===== config.mk =====
export PLATFORM = sky130hd
export DESIGN_NAME = multi_pwm
export DESIGN_NICKNAME = d
export VERILOG_FILES = /design/src/rtl/multi_pwm_pkg.sv /design/src/rtl/multi_pwm_btn_debounce.sv /design/src/rtl/multi_pwm.sv
export SDC_FILE = /design/constraint.sdc
export NUM_CORES = 1
export LEC_CHECK = 0
export CAP_MARGIN = 20
export CORE_ASPECT_RATIO = 0.75
export CORE_MARGIN = 5
export CORE_UTILIZATION = 40
export DETAILED_ROUTE_END_ITERATION = 16
export PLACE_DENSITY_LB_ADDON = 0.1
export REMOVE_ABC_BUFFERS = 1
export SLEW_MARGIN = 10
export SYNTH_ARGS = -nofsm -noshare
export SYNTH_HDL_FRONTEND = slang
export SYNTH_SLANG_ARGS = --single-unit

===== constraint.sdc =====
create_clock -name clk -period 4.3 [get_ports clk]
set_input_delay 0.86 -clock clk [delete_from_list [all_inputs] [get_ports clk]]
set_output_delay 0.86 -clock clk [all_outputs]
set_load 0.005 [all_outputs]

===== src/rtl/multi_pwm_pkg.sv =====
// multi_pwm_pkg: shared constants and types for the multi-channel PWM block.
//   NCH_DEF, WIDTH_DEF, DEB_CYCLES_DEF : default parameter values
//   cnt_dir_e                          : counter direction, used only by the
//                                        centre-aligned build
//                                        (MULTI_PWM_CENTER_ALIGN_EN)
package multi_pwm_pkg;

  localparam int NCH_DEF        = 4;
  localparam int WIDTH_DEF      = 8;
  localparam int DEB_CYCLES_DEF = 512;

  typedef enum logic {
    UP   = 1'b0,
    DOWN = 1'b1
  } cnt_dir_e;

endpackage


===== src/rtl/multi_pwm_btn_debounce.sv =====
// btn_debounce: 2-flop synchronizer, hold-time debouncer, single press pulse.
//   clk_i   : system clock
//   rst_i   : asynchronous active-high reset
//   btn_i   : raw asynchronous button, active-high
//   press_o : one-cycle pulse DEB_CYCLES cycles after the synchronized input
//             rises; any low cycle restarts the count; no repeat while held
module btn_debounce #(
  parameter int DEB_CYCLES = 512
) (
  input  logic clk_i,
  input  logic rst_i,
  input  logic btn_i,
  output logic press_o
);

  localparam int            CW       = $clog2(DEB_CYCLES);
  localparam logic [CW-1:0] CNT_LOAD = CW'(DEB_CYCLES - 1);

  logic          sync1_q, sync2_q;
  logic [1:0]    vld_q;
  logic [CW-1:0] cnt_q, cnt_d;
  logic          done_q, done_d;
  logic          press_q, press_d;

  // done_q comes out of reset set, so a button held through reset must be
  // seen low before it can fire again. vld_q masks the synchronizer's reset
  // value, which would otherwise look like a release.
  always_comb begin
    cnt_d   = cnt_q;
    done_d  = done_q;
    press_d = 1'b0;
    if (!sync2_q) begin
      cnt_d = CNT_LOAD;
      if (vld_q[1]) begin
        done_d = 1'b0;
      end
    end else if (cnt_q != '0) begin
      cnt_d = cnt_q - 1'b1;
    end else if (!done_q) begin
      press_d = 1'b1;
      done_d  = 1'b1;
    end
  end

  always_ff @(posedge clk_i or posedge rst_i) begin
    if (rst_i) begin
      sync1_q <= 1'b0;
      sync2_q <= 1'b0;
      vld_q   <= '0;
      cnt_q   <= CNT_LOAD;
      done_q  <= 1'b1;
      press_q <= 1'b0;
    end else begin
      sync1_q <= btn_i;
      sync2_q <= sync1_q;
      vld_q   <= {vld_q[0], 1'b1};
      cnt_q   <= cnt_d;
      done_q  <= done_d;
      press_q <= press_d;
    end
  end

  assign press_o = press_q;

endmodule


===== src/rtl/multi_pwm.sv =====
// multi_pwm: NCH PWM channels sharing one counter; three debounced buttons
// select a channel and nudge its duty. Edits go to a shadow duty that is
// copied to the active duty in the last cycle of each period.
//   clk, rst                 : clock, asynchronous active-high reset
//   btn_up, btn_dn, btn_sel  : raw buttons (increase, decrease, next channel)
//   pwm_out[NCH]             : registered PWM outputs
//   sel_ch                   : channel edited by the buttons
//   at_max, at_min           : active duty of sel_ch is MAX / 0
//   period_tick              : pulse in the last cycle of each PWM period
// Build option MULTI_PWM_CENTER_ALIGN_EN: centre-aligned counter
// (0..MAX then MAX-1..1, period 2*MAX); default is edge-aligned (0..MAX-1).
//
// Counter direction (centre-aligned build only)
//   state | meaning
//   UP    | counting 0 -> MAX
//   DOWN  | counting MAX-1 -> 1, then back to UP at 0
module multi_pwm
  import multi_pwm_pkg::*;
#(
  parameter int NCH        = NCH_DEF,
  parameter int WIDTH      = WIDTH_DEF,
  parameter int DEB_CYCLES = DEB_CYCLES_DEF,
  parameter int DUTY_INIT  = (2 ** WIDTH - 1) / 2,
  localparam int SELW      = (NCH > 1) ? $clog2(NCH) : 1
) (
  input  logic            clk,
  input  logic            rst,
  input  logic            btn_up,
  input  logic            btn_dn,
  input  logic            btn_sel,
  output logic [NCH-1:0]  pwm_out,
  output logic [SELW-1:0] sel_ch,
  output logic            at_max,
  output logic            at_min,
  output logic            period_tick
);

  localparam logic [WIDTH-1:0] MAX      = '1;
  localparam logic [WIDTH-1:0] DUTY_RST = WIDTH'(DUTY_INIT);
  localparam logic [SELW-1:0]  SEL_LAST = SELW'(NCH - 1);

  logic up_p, dn_p, sel_p;

  btn_debounce #(.DEB_CYCLES(DEB_CYCLES)) u_deb_up (
    .clk_i(clk), .rst_i(rst), .btn_i(btn_up), .press_o(up_p)
  );
  btn_debounce #(.DEB_CYCLES(DEB_CYCLES)) u_deb_dn (
    .clk_i(clk), .rst_i(rst), .btn_i(btn_dn), .press_o(dn_p)
  );
  btn_debounce #(.DEB_CYCLES(DEB_CYCLES)) u_deb_sel (
    .clk_i(clk), .rst_i(rst), .btn_i(btn_sel), .press_o(sel_p)
  );

  logic [WIDTH-1:0] count_q, count_d;
  logic             tick_q, tick_d;
  logic [WIDTH-1:0] shadow_q [NCH];
  logic [WIDTH-1:0] shadow_d [NCH];
  logic [WIDTH-1:0] active_q [NCH];
  logic [WIDTH-1:0] active_d [NCH];
  logic [SELW-1:0]  sel_q, sel_d;
  logic [NCH-1:0]   pwm_q, pwm_d;

`ifdef MULTI_PWM_CENTER_ALIGN_EN
  cnt_dir_e dir_q, dir_d;

  always_comb begin
    dir_d   = dir_q;
    count_d = count_q;
    unique case (dir_q)
      UP: begin
        if (count_q == MAX) begin
          dir_d   = DOWN;
          count_d = count_q - 1'b1;
        end else begin
          count_d = count_q + 1'b1;
        end
      end
      DOWN: begin
        if (count_q <= WIDTH'(1)) begin
          dir_d   = UP;
          count_d = '0;
        end else begin
          count_d = count_q - 1'b1;
        end
      end
    endcase
    // Registered from next-state so the tick lines up with count==1 falling.
    tick_d = (dir_d == DOWN) && (count_d == WIDTH'(1));
  end

  always_ff @(posedge clk or posedge rst) begin
    if (rst) dir_q <= UP;
    else     dir_q <= dir_d;
  end
`else
  always_comb begin
    count_d = (count_q == MAX - 1'b1) ? '0 : count_q + 1'b1;
    tick_d  = (count_d == MAX - 1'b1);
  end
`endif

  // Up and down together cancel; a sel pulse in the same cycle still edits
  // the old channel because the duty update indexes sel_q.
  always_comb begin
    sel_d    = sel_q;
    shadow_d = shadow_q;
    active_d = active_q;
    if (up_p && !dn_p && (shadow_q[sel_q] != MAX)) begin
      shadow_d[sel_q] = shadow_q[sel_q] + 1'b1;
    end else if (dn_p && !up_p && (shadow_q[sel_q] != '0)) begin
      shadow_d[sel_q] = shadow_q[sel_q] - 1'b1;
    end
    if (sel_p) begin
      sel_d = (sel_q == SEL_LAST) ? '0 : sel_q + 1'b1;
    end
    if (tick_q) begin
      active_d = shadow_q;
    end
    for (int i = 0; i < NCH; i++) begin
      pwm_d[i] = (count_q < active_q[i]);
    end
  end

  always_ff @(posedge clk or posedge rst) begin
    if (rst) begin
      count_q  <= '0;
      tick_q   <= 1'b0;
      sel_q    <= '0;
      shadow_q <= '{default: DUTY_RST};
      active_q <= '{default: DUTY_RST};
      pwm_q    <= '0;
    end else begin
      count_q  <= count_d;
      tick_q   <= tick_d;
      sel_q    <= sel_d;
      shadow_q <= shadow_d;
      active_q <= active_d;
      pwm_q    <= pwm_d;
    end
  end

  assign pwm_out     = pwm_q;
  assign sel_ch      = sel_q;
  assign period_tick = tick_q;
  assign at_max      = (active_q[sel_q] == MAX);
  assign at_min      = (active_q[sel_q] == '0);

endmodule


==> results of run 1 <==
[through the flow]
stage	setup slack (ns)	hold slack, ns	cells	utilization	area [um2]
2_1_floorplan	0.396	0.331	558	-	6230
3_3_place_gp	0.939	0.333	779	0.433	6660
3_5_place_dp	0.869	0.336	779	0.433	6660
4_1_cts	0.444	0.349	811	0.473	7270
5_1_grt	0.337	0.350	811	0.473	7270
6_report	0.492	0.345	811	0.473	7270
[power groups by stage]
stage / Combinational (W) / Clock (W) / Sequential [W]
3_3_place_gp: 0.0000480 / 0 / 0.00118
4_1_cts: 0.0000499 / 0.00150 / 0.00116
5_1_grt: 0.0000569 / 0.00155 / 0.00116
3_5_place_dp: 0.0000496 / 0 / 0.00118
6_report: 0.0000474 / 0.00147 / 0.00116
2_1_floorplan: 0.0000331 / 0 / 0.00117
[cell type report]
| type | instances | area (um2) |
|---|---|---|
| clock inverter | 7 | 115 |
| tap | 205 | 256 |
| multi-input combinational | 391 | 2950 |
| sequential | 120 | 3110 |
| timing repair buffer | 16 | 165 |
| fill | 1400 | 8100 |
| clock buffer | 25 | 495 |
| inverter | 47 | 179 |
[worst paths after layout]
path	slack (ns)	to	startpoint
min	0.35	u_deb_dn.vld_q[1]$_DFF_PP0_	u_deb_sel.vld_q[0]$_DFF_PP0_
max reg2reg	0.89	shadow_q[7]$_DFFE_PP0P_	sel_ch[0]$_DFFE_PP0P_
max	0.49	at_min	sel_ch[1]$_DFFE_PP0P_
max in group asynchronous	2.46	shadow_q[20]$_DFFE_PP1P_	rst
min reg2reg	0.35	u_deb_dn.vld_q[1]$_DFF_PP0_	u_deb_sel.vld_q[0]$_DFF_PP0_
min in group asynchronous	1.01	pwm_out[2]$_DFF_PP0_	rst
[cells in the final DEF, fill, tap and decap left out, types with 13 or more instances in the layout]
cell,netlist,final
ha_1,40,40
mux4_2,15,15
a21oi_1,27,27
clkbuf_16,0,17
mux2_2,27,27
o21ai_0,45,45
dfrtp_1,34,34
a21o_1,16,16
inv_1,47,46
nand2_1,67,67
nor2_1,22,22
dfstp_2,86,86
clkdlybuf4s50_1,0,13
[cell families after synthesis]
family          after synthesis  synth area share
compound gates              121             0.119
xor+xnor                     19            0.0262
fa+ha+maj                    40            0.0789
buf+inv                      67            0.0448
flops                       120             0.490
mux                          48             0.114
other cells                   1          0.000591
simple gates                162             0.126
[layer usage]
layer	GRT usage	up-vias
met3	0.0352	16
met1	0.238	2128
met5	0	-
met4	0.0519	0
met2	0.212	74
li1	-	2064
[state kept, by name, summed over array words and instances, names as in the netlist, named ones only]
name / count
active_q: 32
u_deb_sel.done_q: 1
sel_ch: 2
u_deb_dn.sync1_q: 1
u_deb_up.sync2_q: 1
u_deb_up.press_o: 1
pwm_out: 4
u_deb_sel.vld_q: 1
u_deb_sel.sync1_q: 1
u_deb_up.done_q: 1
u_deb_sel.press_o: 1
u_deb_sel.sync2_q: 1
period_tick: 1
u_deb_dn.done_q: 1
count_q: 8
u_deb_dn.sync2_q: 1
u_deb_dn.press_o: 1
u_deb_up.cnt_q: 9
u_deb_sel.cnt_q: 9
shadow_q: 28
u_deb_dn.cnt_q: 9
u_deb_up.sync1_q: 1
u_deb_dn.vld_q: 1
==> impl_metrics.ini, run 1 <==
[run_status]
status = completed

[layout]
layout.nets = 638
syn2layout_area_growth_pct = 14.6
final_layout_size_suffix_gt1_frac = 0.284
n_antenna_cell = 0

[global_routing]
grt_max_degree = 77
antenna_found_initial = 0
grt_pass1_wl_um = 22600
grt_pass1_vias = 4242
grt_util_all_layers = 0.154
gr-total-overflow = 0

[sta]
fin_crit_sh = 0.886
worst_pin_slew_ns = 0.949
maxSlewViolCount = 0
period_minus_slack_ns = 3.81
fin_worst_skew_ns = 0.00711
max_slew_margin = 0.367
final-setup-viol-count = 0
fmax_ghz = 0.263
setup_tns_ns = 0
hold_viol_final = 0
rsz0062_at_grt = no

[die]
die-area_mm2 = 0.0185
die_y_um = 119
ios = 14
row_count = 39
core-area_mm2 = 0.0154
die_w_um = 155
initial_core_util = 0.413

[route]
finalWirelength_um = 13700
route.detailed.drc = 0
wl_met1_um = 7010
drtIter0Drc = 283
maxUsedRoutingLayer = met4
via_per_inst = 5.28
wl_met3_um = 652
wl_per_cell_um = 16.9
vias = 4282
ant_nets = 0
first_pass_iters = 5
dr_wl_met2_um = 5850

[cts]
cts_root_buffer = clkbuf_16
h-tree-depth = 4
postCtsSetupBuffers = 0
postCtsHoldBufs = 0
cts.sinks = 120
clk_pin_slew_ns = 0.05
clk_latency_ns = 0.41
tritoncts = built
cts_buffers = 17
cts-resized-gates = 0
clk_path_buf_depth = 2

[pwr]
clockPowerShare = 0.548
intPower_w = 0.00214
p_switching_w = 0.000535
pwr-share-comb = 0.018
peakVddDrop_v = 0.000320
p_total_w = 0.00267
seq_power_share = 0.434
swShare = 0.200
power_density_mw_per_mm2 = 368
p_leak_nw = 2.88

[synth]
ys_types = 57
synth_cells = 578
ys.flop_type = dfstp_2
synthTopCellsByArea = dfstp_2 (36%), dfrtp_1 (13%), ha_1 (7.9%)
ys_top_cells_by_count = dfstp_2 (86), nand2_1 (67), inv_1 (47)
yosys.area.top_type = dfstp_2
yosys_warnings = 0
synth_edf_count = 0
synth.most_common_cell = dfstp_2
synthArstFlopShare = 1.00
netlist_area_mm2 = 0.00634
postSynthAreaPerCell_um2 = 11.0
synth_seq_cells = 120
yosys.area.top_type_share = 0.356
ys_seq_area_frac = 0.490

[place]
dp_hpwl_um = 9780
io_buffer_count = 13
finalWeightedCongestion = 0.863

[setup_path]
crit_type = register to output port
max_stage_delay_ns = 0.92
crit_chain = mux4_2 -> or4_1 -> nor2_1 -> clkdlybuf4s50_1
crit_slowest_cell = dfrtp_1
crit_required_ns = 3.44
crit_buf_inv = 1
critPathLaunchType = register
critical_path.max_fanout = 22
r2r_cells = 8
path_depth = 4
worst_ep_arrival_time_ns = 2.95
crit_family = flip-flops
endpoint_kind = output port

[job]
maxCapViolCount = 0

[worst_hold_path]
min_path_cells = 0
hold_path_class = register to register
Power figures use the tool's default switching activity.
==> inputs of run 2 (changes only) <==
--- a/config.mk
+++ b/config.mk
@@ -11,6 +11,7 @@
 export CORE_UTILIZATION = 40
 export DETAILED_ROUTE_END_ITERATION = 16
 export PLACE_DENSITY_LB_ADDON = 0.1
+export RECOVER_POWER = 100
 export REMOVE_ABC_BUFFERS = 1
 export SLEW_MARGIN = 10
 export SYNTH_ARGS = -nofsm -noshare
==> run 2 against run 1 <==
  * The flow now finishes with violations (max-capacitance violations, max-slew violations)
  * Wire length down 0.24%
  * Clock skew down 0.0016 ns
  * First-iteration DRC count down 7.4%
  * Largest power group unchanged
  * Highest routed layer unchanged
==> impl_metrics.ini, run 2 (synthesized netlist as in run 1, its figures left out) <==
[setup_path]
endpoint_kind = output port
critical_path.max_fanout = 22
critPathLaunchType = register
crit_type = register to output port
crit_required_ns = 3.44
worst_ep_arrival_time_ns = 3.00

[die]
core-area_mm2 = 0.0154
initial_core_util = 0.413
die_w_um = 155
ios = 14
die-area_mm2 = 0.0185
row_count = 39
die_y_um = 119

[layout]
largestRegisters = active_q (32), shadow_q (28)
regMostFlops = active_q
fillCellCount = 1408
syn2layout_area_growth_pct = 14.2
layout_common_cells = dfstp_2 (80), nand2_1 (67), inv_1 (47), o21ai_0 (45), ha_1 (40)
final_layout_size_suffix_gt1_frac = 0.264
layout_commonest_cell = dfstp_2
largest_register_ffs = 32
n_antenna_cell = 0
layout.nets = 638

[route]
first_pass_iters = 4
route.detailed.drc = 0
ant_nets = 0
vias = 4262
drtIter0Drc = 262
finalWirelength_um = 13600
wl_per_cell_um = 16.8
via_per_inst = 5.26

[global_routing]
met2_usage = 0.212
met1_usage = 0.238
grt_pass1_wl_um = 22600
gr-total-overflow = 0
grt_most_used_layer = met1
grt_util_all_layers = 0.154
grt_max_degree = 77
gr-usage-met3 = 0.0352
antenna_found_initial = 0
grt_pass1_vias = 4242

[cts]
clk_latency_ns = 0.41
postCtsSetupBuffers = 0
postCtsHoldBufs = 0
tritoncts = built
h-tree-depth = 4
clk_pin_slew_ns = 0.05
clk_path_buf_depth = 2
cts_root_buffer = clkbuf_16
cts_buffers = 17
cts-resized-gates = 0
cts.sinks = 120

[sta]
worst_pin_slew_ns = 2.90
fin_worst_skew_ns = 0.00550
hold_viol_final = 0
holdWs_ns = 0.345
setup_tns_ns = 0
fmax_ghz = 0.259
period_minus_slack_ns = 3.86
rsz0062_at_grt = no
final-setup-viol-count = 0
maxSlewViolCount = 137
fin_crit_sh = 0.899
max_slew_margin = -0.932

[pwr]
p_leak_nw = 2.89
peakVddDrop_v = 0.000316
power_density_mw_per_mm2 = 368

[place]
finalWeightedCongestion = 0.863
io_buffer_count = 13
dp_hpwl_um = 9780

[worst_hold_path]
hold_path_class = register to register

[job]
maxCapViolCount = 2

[run_status]
status = finished with violations
violations = max-capacitance violations, max-slew violations
## run 2: worst paths after layout
path	endpoint	slack [ns]	depth (start not counted)	from
hold / removal	u_deb_dn.vld_q[1]$_DFF_PP0_	0.35	0	u_deb_sel.vld_q[0]$_DFF_PP0_
setup reg to reg	shadow_q[7]$_DFFE_PP0P_	0.56	7	sel_ch[1]$_DFFE_PP0P_
max in group asynchronous	sel_ch[1]$_DFFE_PP0P_	0.84	2	rst
hold reg to reg	u_deb_dn.vld_q[1]$_DFF_PP0_	0.35	0	u_deb_sel.vld_q[0]$_DFF_PP0_
min in group asynchronous	pwm_out[2]$_DFF_PP0_	1.79	2	rst
setup / recovery	at_min	0.44	4	sel_ch[1]$_DFFE_PP0P_
## run 2: where the power goes
part | internal, W | switching [W]
sequential | 0.00115 | 0.00000950
clock | 0.000971 | 0.000488
combinational | 0.0000154 | 0.0000313
## run 2: final cells by class
class	count	area [um2]	share of cell area
flip-flops and latches	120	3110	0.429
multi-input cells	391	2930	0.404
clock buffers	25	495	0.0684
well taps	205	256	0.0354
inverters	47	176	0.0244
repair buffers	16	161	0.0223
clock inverters	7	115	0.0159
## run 2: routing by layer
layer	vias up	wire length (um)
met5	-	0
met4	0	163
met3	15	593
met2	61	5910
met1	2123	6970
li1	2063	-
## run 2: critical path, cell delays in order (launching register included)
cell	delay [ns]
dfrtp_1	0.92
mux4_2	0.42
or4_1	0.54
nor2_1	0.13
dlygate4sd3_1	0.58
## run 2: per-stage QoR
| stage | total power (W) | instances | cell area, um2 | worst slack, ns | utilization |
|---|---|---|---|---|---|
| floorplan | 0.00121 | 558 | 6230 | 0.396 | - |
| global placement | 0.00122 | 779 | 6660 | 0.939 | 0.433 |
| detailed placement | 0.00122 | 779 | 6660 | 0.869 | 0.433 |
| CTS | 0.00270 | 811 | 7270 | 0.444 | 0.473 |
| global route | 0.00277 | 811 | 7240 | 0.176 | 0.471 |
| finish | 0.00266 | 811 | 7240 | 0.436 | 0.471 |
